===== src/rtl/colorshield_driver.sv =====
// colorshield_driver: serial driver for the DM163-based 8x8 RGB shield.
// Loads the 6-bit gamma bank once, then scans rows 0..7 from an external frame buffer.
module colorshield_driver #(
    parameter int CLK_DIV     = 4,
    parameter int HOLD_CYCLES = 1024,
    parameter int RST_CYCLES  = 16
) (
    input  logic        clk,
    input  logic        rst_n,
    output logic [5:0]  pixel_addr,
    input  logic [23:0] pixel_data,
    output logic        sck,
    output logic        sda,
    output logic        lat,
    output logic        sb,
    output logic        shield_rst_n,
    output logic [7:0]  channel,
    output logic        shield_ready,
    output logic [2:0]  dbg_state
);
    typedef enum logic [2:0] {
        S_SHIELD_RST  = 3'd0,
        S_GAMMA       = 3'd1,
        S_GAMMA_LATCH = 3'd2,
        S_FETCH       = 3'd3,
        S_SHIFT       = 3'd4,
        S_ROW_LATCH   = 3'd5,
        S_ROW_ON      = 3'd6
    } state_t;

    localparam int BIT_CYCLES = 2 * CLK_DIV;
    localparam int CNT_MAX0   = (HOLD_CYCLES > RST_CYCLES) ? HOLD_CYCLES : RST_CYCLES;
    localparam int CNT_MAX    = (CNT_MAX0 > BIT_CYCLES) ? CNT_MAX0 : BIT_CYCLES;
    localparam int CW         = $clog2(CNT_MAX + 1);

    localparam logic [CW-1:0] RST_LAST  = CW'(RST_CYCLES - 1);
    localparam logic [CW-1:0] BIT_LAST  = CW'(BIT_CYCLES - 1);
    localparam logic [CW-1:0] LAT_LAST  = CW'(CLK_DIV - 1);
    localparam logic [CW-1:0] HOLD_LAST = CW'(HOLD_CYCLES - 1);
    localparam logic [CW-1:0] HALF      = CW'(CLK_DIV);
    localparam logic [7:0]    GAMMA_LAST = 8'd143;
    localparam logic [7:0]    PIX_LAST   = 8'd23;

    state_t        state_q, state_d;
    logic [CW-1:0] cnt_q, cnt_d;
    logic [7:0]    bit_q, bit_d;
    logic [2:0]    col_q, col_d;
    logic [2:0]    row_q, row_d;
    logic [23:0]   sr_q, sr_d;
    logic          ready_d;

    logic [5:0]    pixel_addr_q, pixel_addr_d;
    logic          sck_q, sck_d;
    logic          sda_q, sda_d;
    logic          lat_q, lat_d;
    logic          sb_q, sb_d;
    logic          shield_rst_n_q, shield_rst_n_d;
    logic [7:0]    channel_q, channel_d;
    logic          shield_ready_q;

    // Next-state: one shared counter times reset, bit phases, latches and row hold.
    always_comb begin
        state_d = state_q;
        cnt_d   = cnt_q;
        bit_d   = bit_q;
        col_d   = col_q;
        row_d   = row_q;
        sr_d    = sr_q;
        ready_d = 1'b0;
        case (state_q)
            S_SHIELD_RST: begin
                if (cnt_q == RST_LAST) begin
                    state_d = S_GAMMA;
                    cnt_d   = '0;
                    bit_d   = '0;
                end else begin
                    cnt_d = cnt_q + 1'b1;
                end
            end
            S_GAMMA: begin
                if (cnt_q == BIT_LAST) begin
                    cnt_d = '0;
                    if (bit_q == GAMMA_LAST) begin
                        state_d = S_GAMMA_LATCH;
                    end else begin
                        bit_d = bit_q + 1'b1;
                    end
                end else begin
                    cnt_d = cnt_q + 1'b1;
                end
            end
            S_GAMMA_LATCH: begin
                if (cnt_q == LAT_LAST) begin
                    state_d = S_FETCH;
                    cnt_d   = '0;
                    col_d   = 3'd7;
                    row_d   = 3'd0;
                end else begin
                    cnt_d = cnt_q + 1'b1;
                end
            end
            S_FETCH: begin
                if (cnt_q == '0) begin
                    cnt_d = 1'b1;
                end else begin
                    // Reorder so the bit stream leaves as B, G, R, each MSB first.
                    sr_d    = {pixel_data[7:0], pixel_data[15:8], pixel_data[23:16]};
                    state_d = S_SHIFT;
                    cnt_d   = '0;
                    bit_d   = '0;
                end
            end
            S_SHIFT: begin
                if (cnt_q == BIT_LAST) begin
                    cnt_d = '0;
                    if (bit_q == PIX_LAST) begin
                        if (col_q == 3'd0) begin
                            state_d = S_ROW_LATCH;
                        end else begin
                            col_d   = col_q - 1'b1;
                            state_d = S_FETCH;
                        end
                    end else begin
                        bit_d = bit_q + 1'b1;
                        sr_d  = {sr_q[22:0], 1'b0};
                    end
                end else begin
                    cnt_d = cnt_q + 1'b1;
                end
            end
            S_ROW_LATCH: begin
                if (cnt_q == LAT_LAST) begin
                    state_d = S_ROW_ON;
                    cnt_d   = '0;
                end else begin
                    cnt_d = cnt_q + 1'b1;
                end
            end
            S_ROW_ON: begin
                if (cnt_q == HOLD_LAST) begin
                    state_d = S_FETCH;
                    cnt_d   = '0;
                    col_d   = 3'd7;
                    if (row_q == 3'd7) begin
                        row_d   = 3'd0;
                        ready_d = 1'b1;
                    end else begin
                        row_d = row_q + 1'b1;
                    end
                end else begin
                    cnt_d = cnt_q + 1'b1;
                end
            end
            default: begin
                state_d = S_SHIELD_RST;
                cnt_d   = '0;
            end
        endcase
    end

    // Outputs are decoded from the next state and registered, so they line up with state_q.
    always_comb begin
        sck_d          = ((state_d == S_GAMMA) || (state_d == S_SHIFT)) && (cnt_d >= HALF);
        sda_d          = sda_q;
        if (state_d == S_GAMMA) begin
            sda_d = 1'b1;
        end else if (state_d == S_SHIFT) begin
            sda_d = sr_d[23];
        end
        lat_d          = (state_d == S_GAMMA_LATCH) || (state_d == S_ROW_LATCH);
        sb_d           = sb_q | (state_d == S_FETCH);
        shield_rst_n_d = (state_d != S_SHIELD_RST);
        channel_d      = (state_d == S_ROW_ON) ? (8'b1 << row_d) : 8'b0;
        pixel_addr_d   = (state_d == S_FETCH) ? {row_d, col_d} : pixel_addr_q;
    end

    always_ff @(posedge clk) begin
        if (!rst_n) begin
            state_q        <= S_SHIELD_RST;
            cnt_q          <= '0;
            bit_q          <= '0;
            col_q          <= 3'd7;
            row_q          <= 3'd0;
            sr_q           <= '0;
            pixel_addr_q   <= '0;
            sck_q          <= 1'b0;
            sda_q          <= 1'b0;
            lat_q          <= 1'b0;
            sb_q           <= 1'b0;
            shield_rst_n_q <= 1'b0;
            channel_q      <= '0;
            shield_ready_q <= 1'b0;
        end else begin
            state_q        <= state_d;
            cnt_q          <= cnt_d;
            bit_q          <= bit_d;
            col_q          <= col_d;
            row_q          <= row_d;
            sr_q           <= sr_d;
            pixel_addr_q   <= pixel_addr_d;
            sck_q          <= sck_d;
            sda_q          <= sda_d;
            lat_q          <= lat_d;
            sb_q           <= sb_d;
            shield_rst_n_q <= shield_rst_n_d;
            channel_q      <= channel_d;
            shield_ready_q <= ready_d;
        end
    end

    assign pixel_addr   = pixel_addr_q;
    assign sck          = sck_q;
    assign sda          = sda_q;
    assign lat          = lat_q;
    assign sb           = sb_q;
    assign shield_rst_n = shield_rst_n_q;
    assign channel      = channel_q;
    assign shield_ready = shield_ready_q;
    assign dbg_state    = state_q;

endmodule


===== config.mk =====
export PLATFORM = sky130hd
export DESIGN_NAME = colorshield_driver
export DESIGN_NICKNAME = d
export VERILOG_FILES = /design/src/rtl/colorshield_driver.sv
export SDC_FILE = /design/constraint.sdc
export NUM_CORES = 1
export LEC_CHECK = 0
export CAP_MARGIN = 20
export CORE_MARGIN = 4
export CORE_UTILIZATION = 54
export DETAILED_ROUTE_END_ITERATION = 10
export DONT_BUFFER_PORTS = 1
export PLACE_DENSITY = 0.71
export SLEW_MARGIN = 40
export SYNTH_ARGS = -nofsm -noshare
export SYNTH_HDL_FRONTEND = slang
export SYNTH_SLANG_ARGS = --single-unit

===== constraint.sdc =====
create_clock -name clk -period 2.5 [get_ports clk]
set_clock_uncertainty 0.15 [all_clocks]
set_input_delay 0.625 -clock clk [delete_from_list [all_inputs] [get_ports clk]]
set_output_delay 0.625 -clock clk [all_outputs]
set_load 0.005 [all_outputs]

==> impl_metrics.json <==
{
  "utilization_pct": 69.4,
  "place_hpwl_mm": 6.19,
  "wirelength_mm": 9.27,
  "clk_pin_slew_worst_paths_ns": 0.08,
  "mostFrequentLayoutCells": "66 x dfxtp_1, 51 x buf_4, 44 x a21oi_1, 39 x nand2_1, 27 x nor2_1",
  "design_area_um2": 4480,
  "num_rows": 29,
  "avgViaCountPerCell": 6.17,
  "worstPathMaxFanout": 7,
  "max_freq_ghz": 0.401,
  "worst_hold_path.num_cells": 1,
  "root_buffer": "clkbuf_8",
  "irDropWorstVdd_mv": 0.528,
  "cts_tree": "done",
  "synth_flop_cell": "dfxtp_1",
  "period_minus_slack_ns": 2.49,
  "grt_pass1_wl_mm": 14.7,
  "worst_slack_ns": 0.00747,
  "htreeDepth": 3,
  "tightest_slew_ns": 0.541,
  "syn_inst": 432,
  "gp_congestion": 0.881,
  "final_common_cell": "dfxtp_1",
  "dpl_cell_area_um2": 4000,
  "rsz0062_at_grt": "true",
  "diodes": 0,
  "die_w_um": 90.3,
  "area.growth.synth_to_final_pct": 22.5,
  "power_density_nw_per_um2": 522,
  "antenna_found_initial": 0,
  "critPathKind": "reg2reg",
  "finalHoldViolCount": 0,
  "first_global_vias": 3142,
  "seq_area_frac_synth_pct": 39.4,
  "drv_cap": 0,
  "wire_per_inst_um": 17.0,
  "layout-drive-gt1-share_pct": 24.8,
  "ys_async_sr_fraction_pct": 0,
  "numCtsBuffers": 9,
  "holdBufCountCts": 0,
  "ant_nets": 0,
  "avgSynthCellArea_um2": 8.47,
  "ys_ff_latch": 72,
  "status": "complete, no violations",
  "worstHoldStart": "rst_n",
  "start_kind": "flop",
  "crit_path_end_kind": "flop",
  "worstReg2RegStart": "cnt_q[4]$_SDFF_PN0_",
  "cp-startpoint": "cnt_q[4]$_SDFF_PN0_",
  "drt_iter0_markers": 225,
  "drc": 0,
  "cts_sinks": 72,
  "yosysUniqueCellTypes": 62,
  "finalMaxSlewViolations": 0,
  "synth-edff-count": 0,
  "worstPathRequired_ns": 2.57,
  "io_pins": 49,
  "clock_path_buffers": 2,
  "design.core.area_um2": 6460,
  "grt_max_degree": 32,
  "nets": 495,
  "tns_ns": 0,
  "leakage_nw": 1.66,
  "post-place-ws_ns": -0.0882,
  "die_h_um": 90.3,
  "synth_area_um2": 3660,
  "synth_fp_nets": 465,
  "setup_viol": 0,
  "portBuffers": 0,
  "grt-ovfl-total": 0,
  "worstHoldPathType": "in2reg",
  "vias": 3357,
  "clock_latency_ns": 0.34,
  "start_util_pct": 56.6,
  "reg2regPathDepth": 7,
  "dr.pass1.iters": 5,
  "maxSlewHeadroom_pct": 63.8,
  "grt_use_total_pct": 21.8,
  "fin_crit_sh_pct": 99.7,
  "crit_arrival_ns": 2.56,
  "yosysWarningCount": 0,
  "die_area_um2": 8160
}
==> worst max-delay path, cell delays in order, from the launching register on <==
cell and delay (ns):
dfxtp_2 0.35, or4_4 0.64, nor4_4 0.41, nor2_4 0.08, and4_4 0.24, buf_4 0.16, nor4_2 0.26, nor3_1 0.07
==> cell usage after synthesis, types with 3 or more instances <==
master    count  area (µm²)
dfxtp_1      72        1440
a21oi_1      44         220
nand2_1      40         150
nor2_1       29         109
a22oi_1      23         173
clkbuf_1     20        75.1
nor3_1       15        75.1
inv_1        13        48.8
and3_1       12        75.1
buf_2        11        55.1
o21ai_0      11        55.1
a31oi_1       9        56.3
nand3_1       9        45.0
xnor2_1       8        70.1
ha_1          7        87.6
nor2b_1       7        43.8
or3_1         7        43.8
and2_1        6        37.5
nand4_1       5        31.3
nor4_1        5        31.3
and4_1        4        35.0
nand3b_1      4        30.0
nor3b_1       4        30.0
o21a_1        4        30.0
or3b_2        4        35.0
xor2_1        4        35.0
mux2i_1       3        30.0
nor4bb_1      3        30.0
o41ai_1       3        26.3
or4_1         3        22.5
or4b_1        3        30.0
==> per-stage QoR <==
stage	total power, mW	hold WS (ns)	instances
after detailed placement	1.23	0.299	519
after global placement	1.23	0.292	519
after CTS	2.35	0.235	536
final	2.34	0.252	544
after global routing	2.41	0.241	544
after floorplan	1.22	0.286	432
==> timing repair <==
action / in CTS / in global routing
endpoints found under the setup margin: 18 / 30
setup buffers: 1 / 7
cloned: 0 / 1
pin swaps: 1 / 13
resized for setup: 9 / 26
hold endpoints to repair: 0 / 0
==> layout make-up <==
class	instances	area, µm²
Multi-Input combinational cell	312	2210
Fill cell	506	1980
Sequential cell	72	1450
Timing Repair Buffer	53	423
Clock buffer	10	128
Clock inverter	6	115
Tap cell	77	96.3
Inverter	14	52.6
==> path summary, 6_finish.rpt <==
path	end	slack (ns)
min reg2reg	sr_q[17]$_SDFFE_PN0P_	0.31
max	pixel_addr[2]$_SDFFE_PN0P_	0.007
max reg2reg	pixel_addr[2]$_SDFFE_PN0P_	0.007
min	sb$_SDFF_PN0_	0.25
==> layer usage <==
layer | part of all wire (%) | track usage [%] | vias to the layer above
met3 | 6.8 | 6.42 | 14
met4 | 1.2 | 7.02 | 0
li1 | - | - | 1636
met1 | 42 | 27.0 | 1605
met2 | 50 | 36.5 | 102
met5 | 0 | 0 | -
==> where the power goes <==
group	switching [mW]	leakage, nW	internal, mW	total [mW]
Combinational	0.0338	0.964	0.0208	0.0546
Clock	0.456	0.117	0.670	1.13
Sequential	0.00636	0.583	1.15	1.16
==> state kept, by name, indices dropped and copies added (netlist names), 3 cells and up <==
signal      count
sr_q           24
row_q           3
cnt_q          11
col_q           3
dbg_state       3
bit_q           8
channel         8
pixel_addr      6
==> logic make-up after synthesis <==
family / after synthesis / share of synthesized area [%]
AOI/OAI and AO/OA: 113 / 20.3
xor gates and xnor gates: 12 / 2.87
adders and majority gates: 7 / 2.39
buffers and inverters: 49 / 5.85
DFF: 72 / 39.4
muxes: 4 / 1.13
and+or+nand+nor: 175 / 28.1
(Power assumes the default switching activity.)
